**src/rtl/dest_reg_tracker_if.sv**
```systemverilog
// Pipeline-side bundle for the destination-register tracker.
// Master drives EX/ID state; slave returns MEM/WB state, forwarding and stall.
interface dest_reg_tracker_if #(
  parameter int REG_AW = 5,
  parameter int CNT_W  = 16
);
  logic [31:0]       ex_dest;
  logic              ex_reg_write;
  logic              ex_mem_read;
  logic [REG_AW-1:0] ex_rs;
  logic [REG_AW-1:0] ex_rt;
  logic [REG_AW-1:0] id_rs;
  logic [REG_AW-1:0] id_rt;
  logic              id_uses_rt;
  logic              flush;
  logic [REG_AW-1:0] mem_dest;
  logic              mem_reg_write;
  logic [REG_AW-1:0] wb_dest;
  logic              wb_reg_write;
  logic [1:0]        fwd_a;
  logic [1:0]        fwd_b;
  logic              stall;
  logic [CNT_W-1:0]  stall_count;

  modport master (
    output ex_dest, ex_reg_write, ex_mem_read,
    output ex_rs, ex_rt, id_rs, id_rt,
    output id_uses_rt, flush,
    input  mem_dest, mem_reg_write,
    input  wb_dest, wb_reg_write,
    input  fwd_a, fwd_b, stall, stall_count
  );

  modport slave (
    input  ex_dest, ex_reg_write, ex_mem_read,
    input  ex_rs, ex_rt, id_rs, id_rt,
    input  id_uses_rt, flush,
    output mem_dest, mem_reg_write,
    output wb_dest, wb_reg_write,
    output fwd_a, fwd_b, stall, stall_count
  );
endinterface

```
**src/rtl/dest_reg_tracker.sv**
```systemverilog
// Carries the write destination from EX through MEM/WB and derives
// operand forwarding selects plus the single-cycle load-use stall.
module dest_reg_tracker #(
  parameter int REG_AW = 5,
  parameter int CNT_W  = 16
) (
  input logic              Clk,
  input logic              Reset,
  dest_reg_tracker_if.slave bus
);

  logic [REG_AW-1:0] ex_idx;
  logic              eff_we;
  logic              unused_hi;

  logic [REG_AW-1:0] mem_dest_q;
  logic              mem_we_q;
  logic [REG_AW-1:0] wb_dest_q;
  logic              wb_we_q;
  logic [CNT_W-1:0]  cnt_q;

  logic [1:0]        fwd_a_c;
  logic [1:0]        fwd_b_c;
  logic              stall_c;
  logic              hit_rs;
  logic              hit_rt;

  assign ex_idx    = bus.ex_dest[REG_AW-1:0];
  assign unused_hi = ^bus.ex_dest[31:REG_AW];

  // A $0 write or a flushed slot becomes a bubble, so $0 never reaches WB
  assign eff_we = bus.ex_reg_write
               && (ex_idx != '0)
               && !bus.flush;

  always_ff @(posedge Clk) begin
    if (Reset) begin
      mem_dest_q <= '0;
      mem_we_q   <= 1'b0;
      wb_dest_q  <= '0;
      wb_we_q    <= 1'b0;
      cnt_q      <= '0;
    end else begin
      mem_dest_q <= eff_we ? ex_idx : '0;
      mem_we_q   <= eff_we;
      wb_dest_q  <= mem_dest_q;
      wb_we_q    <= mem_we_q;
      if (stall_c && (cnt_q != '1)) begin
        cnt_q <= cnt_q + CNT_W'(1);
      end
    end
  end

  assign hit_rs = (ex_idx == bus.id_rs);
  assign hit_rt = bus.id_uses_rt
               && (ex_idx == bus.id_rt);

  always_comb begin
    fwd_a_c = 2'b00;
    fwd_b_c = 2'b00;
    stall_c = 1'b0;
    if (!Reset) begin
      // MEM holds the younger result, so it wins over WB
      if (mem_we_q && (mem_dest_q == bus.ex_rs)) begin
        fwd_a_c = 2'b10;
      end else if (wb_we_q && (wb_dest_q == bus.ex_rs)) begin
        fwd_a_c = 2'b01;
      end
      if (mem_we_q && (mem_dest_q == bus.ex_rt)) begin
        fwd_b_c = 2'b10;
      end else if (wb_we_q && (wb_dest_q == bus.ex_rt)) begin
        fwd_b_c = 2'b01;
      end
      stall_c = bus.ex_mem_read
             && eff_we
             && (hit_rs || hit_rt);
    end
  end

  assign bus.mem_dest      = mem_dest_q;
  assign bus.mem_reg_write = mem_we_q;
  assign bus.wb_dest       = wb_dest_q;
  assign bus.wb_reg_write  = wb_we_q;
  assign bus.fwd_a         = fwd_a_c;
  assign bus.fwd_b         = fwd_b_c;
  assign bus.stall         = stall_c;
  assign bus.stall_count   = cnt_q;

endmodule

```
**src/flat_wrapper.sv**
```systemverilog
// flat-port wrapper written by rule: the top's interface ports become plain ports
module dest_reg_tracker_flat 
#(
  parameter int REG_AW = 5,
  parameter int CNT_W  = 16
)
  (Clk, Reset, bus_ex_dest, bus_ex_reg_write, bus_ex_mem_read, bus_ex_rs, bus_ex_rt, bus_id_rs, bus_id_rt, bus_id_uses_rt, bus_flush, bus_mem_dest, bus_mem_reg_write, bus_wb_dest, bus_wb_reg_write, bus_fwd_a, bus_fwd_b, bus_stall, bus_stall_count);
  dest_reg_tracker_if #(.REG_AW(REG_AW), .CNT_W(CNT_W)) bus_i ();
  input logic Clk;
  input logic Reset;
  input wire logic [$bits(bus_i.ex_dest)-1:0] bus_ex_dest;
  input wire logic [$bits(bus_i.ex_reg_write)-1:0] bus_ex_reg_write;
  input wire logic [$bits(bus_i.ex_mem_read)-1:0] bus_ex_mem_read;
  input wire logic [$bits(bus_i.ex_rs)-1:0] bus_ex_rs;
  input wire logic [$bits(bus_i.ex_rt)-1:0] bus_ex_rt;
  input wire logic [$bits(bus_i.id_rs)-1:0] bus_id_rs;
  input wire logic [$bits(bus_i.id_rt)-1:0] bus_id_rt;
  input wire logic [$bits(bus_i.id_uses_rt)-1:0] bus_id_uses_rt;
  input wire logic [$bits(bus_i.flush)-1:0] bus_flush;
  output wire logic [$bits(bus_i.mem_dest)-1:0] bus_mem_dest;
  output wire logic [$bits(bus_i.mem_reg_write)-1:0] bus_mem_reg_write;
  output wire logic [$bits(bus_i.wb_dest)-1:0] bus_wb_dest;
  output wire logic [$bits(bus_i.wb_reg_write)-1:0] bus_wb_reg_write;
  output wire logic [$bits(bus_i.fwd_a)-1:0] bus_fwd_a;
  output wire logic [$bits(bus_i.fwd_b)-1:0] bus_fwd_b;
  output wire logic [$bits(bus_i.stall)-1:0] bus_stall;
  output wire logic [$bits(bus_i.stall_count)-1:0] bus_stall_count;
  assign bus_i.ex_dest = bus_ex_dest;
  assign bus_i.ex_reg_write = bus_ex_reg_write;
  assign bus_i.ex_mem_read = bus_ex_mem_read;
  assign bus_i.ex_rs = bus_ex_rs;
  assign bus_i.ex_rt = bus_ex_rt;
  assign bus_i.id_rs = bus_id_rs;
  assign bus_i.id_rt = bus_id_rt;
  assign bus_i.id_uses_rt = bus_id_uses_rt;
  assign bus_i.flush = bus_flush;
  assign bus_mem_dest = bus_i.mem_dest;
  assign bus_mem_reg_write = bus_i.mem_reg_write;
  assign bus_wb_dest = bus_i.wb_dest;
  assign bus_wb_reg_write = bus_i.wb_reg_write;
  assign bus_fwd_a = bus_i.fwd_a;
  assign bus_fwd_b = bus_i.fwd_b;
  assign bus_stall = bus_i.stall;
  assign bus_stall_count = bus_i.stall_count;
  dest_reg_tracker #(.REG_AW(REG_AW), .CNT_W(CNT_W)) u_core (.Clk(Clk), .Reset(Reset), .bus(bus_i));
endmodule
```
**config.mk**
```make
export PLATFORM = sky130hd
export DESIGN_NAME = dest_reg_tracker_flat
export DESIGN_NICKNAME = d
export VERILOG_FILES = /design/src/rtl/dest_reg_tracker_if.sv /design/src/rtl/dest_reg_tracker.sv /design/src/flat_wrapper.sv
export SDC_FILE = /design/constraint.sdc
export NUM_CORES = 1
export LEC_CHECK = 0
export ABC_CLOCK_PERIOD_IN_PS = 2000
export BUFFER_PORTS_ARGS = -buffer_cell sky130_fd_sc_hd__buf_4
export CAP_MARGIN = 10
export CORE_MARGIN = 1.5
export CORE_UTILIZATION = 44
export DETAILED_ROUTE_END_ITERATION = 7
export PLACE_DENSITY_LB_ADDON = 0.05
export SLEW_MARGIN = 10
export SYNTH_ARGS = -nofsm -noshare
export SYNTH_HDL_FRONTEND = slang
export SYNTH_SLANG_ARGS = --single-unit
```
**constraint.sdc**
```tcl
create_clock -name Clk -period 2 [get_ports Clk]
set_clock_uncertainty 0.05 [all_clocks]
set_input_delay 0.2 -clock Clk [delete_from_list [all_inputs] [get_ports Clk]]
set_output_delay 0.2 -clock Clk [all_outputs]
set_load 0.05 [all_outputs]
```
==> reports/results.ini <==
[status]
outcome=finished, final reports clean

[yosys]
syn_inst=173
syn-num-nets=232
yosysMostFrequentCell=dfxtp_1
synth_cell_types=41
ys_top_cells_by_area=dfxtp_1 36%, xor2_1 9.5%, xnor2_1 7.8%
avgSynthCellArea_um2=9.10
yosys.area.top_type_share_pct=35.6
synth_commonest_cells=28 x dfxtp_1, 17 x nor2_1, 17 x xor2_1, 14 x xnor2_1, 13 x nor2b_1
syn_area_um2=1570
synth_edf_count=0
yosysSeqAreaShare_pct=35.6
synth_top_area_cell=dfxtp_1
yosys_warnings=0
ys_ff_latch=28
ys_async_sr_fraction_pct=0
synth_ff_type=dfxtp_1

[timing]
layout_setup_ws_ns=0.0909
slew_viol_final=0
setup_viol=0
relSlewSlack_pct=78.9
layout_min_cycle_time_ns=1.91
finalSetupTns_ns=0
timing.fmax_mhz=524
worst_pin_slew_ns=0.316
report.final.hold_viol_count=0
whs_ns=0.0679
finalCritPeriodShare_pct=95.5

[min_path]
min_from=bus_ex_dest[4]
holdPathStages=2
worstHoldEndpoint=u_core.bus.mem_dest[4]
hp-class=in2reg

[power]
pwr-share-clk_pct=22.7
switching_power_w=0.000246
p_leak_nw=1.01
intPower_w=0.000724
p_comb_share_pct=18.3
seq_power_share_pct=58.9
finalPower_w=0.000969
switching_share_pct=25.3
powerDensity_nw_per_um2=428
peakVddDrop_uv=432

[global_routing]
grt_antenna_before_repair=0
track_usage_pct=19.4
grt_max_degree=34
grt_pass1_wl_um=6220
grt_pass1_vias=1399
grt.overflow.total=0

[cts]
cts_made_buffers=3
cts.clk_slew.worst_paths_ns=0.13
cts_root_buf=clkbuf_4
cts_sinks=28
cts.hold.buffers_added=0
clock_latency_ns=0.32
cts_buffer_depth=2
cts_tree=done
h-tree-depth=1

[die]
design.core.area_um2=3390
die_h_um=62.8
fp.dieArea_um2=3950
ios=91
start_util_pct=46.4
die_w_um=62.8
row_count=21

[setup_path]
r2r_end=u_core.bus.stall_count[11]
end_kind=output port
start_kind=register
r2r_start=u_core.bus.stall_count[0]
critical_path_required_ns=1.75
crit_arrival_ns=1.66
crit_fanout=4
rr_worst_depth=8
path_class=reg2out
ff2ff_setup_slack_ns=0.12

[route]
wl_um=3860
num_vias=1514
drtIter0Drc=71
first_pass_iters=4
drcViolationCount=0
routedWlPerCell_um=13.2
drt-vias-per-instance=5.17
ant_nets=0

[place]
post_dp_cell_area_um2=2150
dp_hpwl_um=3010
portBuffers=63
dp_slack_ns=0.00555
gp_congestion=0.868

[layout]
area_growth_pct=43.7
stdcell_area_um2=2260
antenna_cells=0
seq_area_um2=573
nets=308
multi_input_area_um2=1030
drive_gt1_share_pct=44.1
n_fill_cell=288

[run]
maxCapViolCount=0

==> metal layers <==
layer | up-vias | global-route usage [%] | part of all wire [%]
li1 | 753 | - | -
met1 | 697 | 24.4 | 44
met2 | 56 | 33.6 | 49
met3 | 8 | 4.86 | 5.5
met4 | 0 | 4.17 | 1.8
met5 | - | 0 | 0
==> sequential cells by signal, summed over array words and instances, names as in the netlist <==
signal / count
u_core.bus.mem_dest: 5
u_core.bus.stall_count: 16
u_core.bus.wb_reg_write: 1
u_core.bus.mem_reg_write: 1
u_core.bus.wb_dest: 5
==> area by class of cell <==
type | count | area share (%)
Timing Repair Buffer | 74 | 24.9
Inverter | 3 | 0.498
Tap cell | 46 | 2.54
Multi-Input combinational cell | 139 | 45.7
Clock buffer | 3 | 0.996
Sequential cell | 28 | 25.3
==> placed cells by master (no fill, tap or decap), types with 2 or more instances in the layout <==
cell and count:
buf_4 72, dfxtp_1 18, xor2_1 17, nor2_1 15, xnor2_1 14, nand3_1 12, nor2b_1 11, dfxtp_2 10
nand2_1 6, a21oi_1 6, and2_1 5, nor4_2 4, mux2_2 4, nor4_1 3, nand4_1 3, nor2_2 3
inv_1 3, o21ai_0 3, or3_1 3, clkbuf_4 3, nand4b_1 2, nor2b_2 2, o31ai_1 2, mux2_1 2
buf_6 2
==> worst max-delay path: stages, from the launching register on <==
cell	delay [ns]
dfxtp_1	0.46
xor2_1	0.13
nor4_2	0.29
nand3_1	0.14
nor2b_2	0.18
buf_6	0.14
==> power by group through the flow <==
stage,Sequential (W),Clock [W],Combinational [W]
after floorplan,0.000602,0,0.0000655
after global placement,0.000583,0,0.000165
after detailed placement,0.000584,0,0.000171
after CTS,0.000571,0.000232,0.000172
after global routing,0.000573,0.000253,0.000191
final,0.000571,0.000220,0.000178
==> what timing repair did <==
| item | 4_1_cts | 5_1_grt |
|---|---|---|
| pin swaps | 0 | 7 |
| endpoints found under the setup margin | 2 | 7 |
| cloned | 0 | 1 |
| resized for setup | 2 | 11 |
| buffers inserted | 0 | 3 |
| hold endpoints to repair | 0 | 0 |
==> logic make-up after synthesis <==
logic type      count (synthesis)  share of synthesized area [%]
buf+inv                         7                           2.70
flops                          28                           35.6
mux                             8                           5.88
simple gates                   79                           29.3
xor+xnor                       31                           17.2
fa+ha+maj                       1                          0.795
compound gates                 19                           8.43
==> how the worst max path moves through the flow <==
stage / start / endpoint / slack (ns)
after global placement: u_core.bus.stall_count[0] / u_core.bus.stall_count[15] / 0.07
after global routing: u_core.bus.wb_dest[1] / bus_fwd_b[0] / -0.008
after CTS: u_core.bus.mem_dest[4] / bus_fwd_b[0] / 0.02
after detailed placement: u_core.bus.stall_count[0] / u_core.bus.stall_count[15] / 0.006
final: u_core.bus.mem_dest[4] / bus_fwd_b[0] / 0.09
after floorplan: u_core.bus.stall_count[2] / u_core.bus.stall_count[4] / 0.003
==> through the flow <==
step	utilization, %	instances
6_report	66.7	293
5_1_grt	66.7	293
2_1_floorplan	-	173
4_1_cts	64.5	289
3_5_place_dp	63.5	286
3_3_place_gp	63.5	286
(Power assumes the default switching activity.)
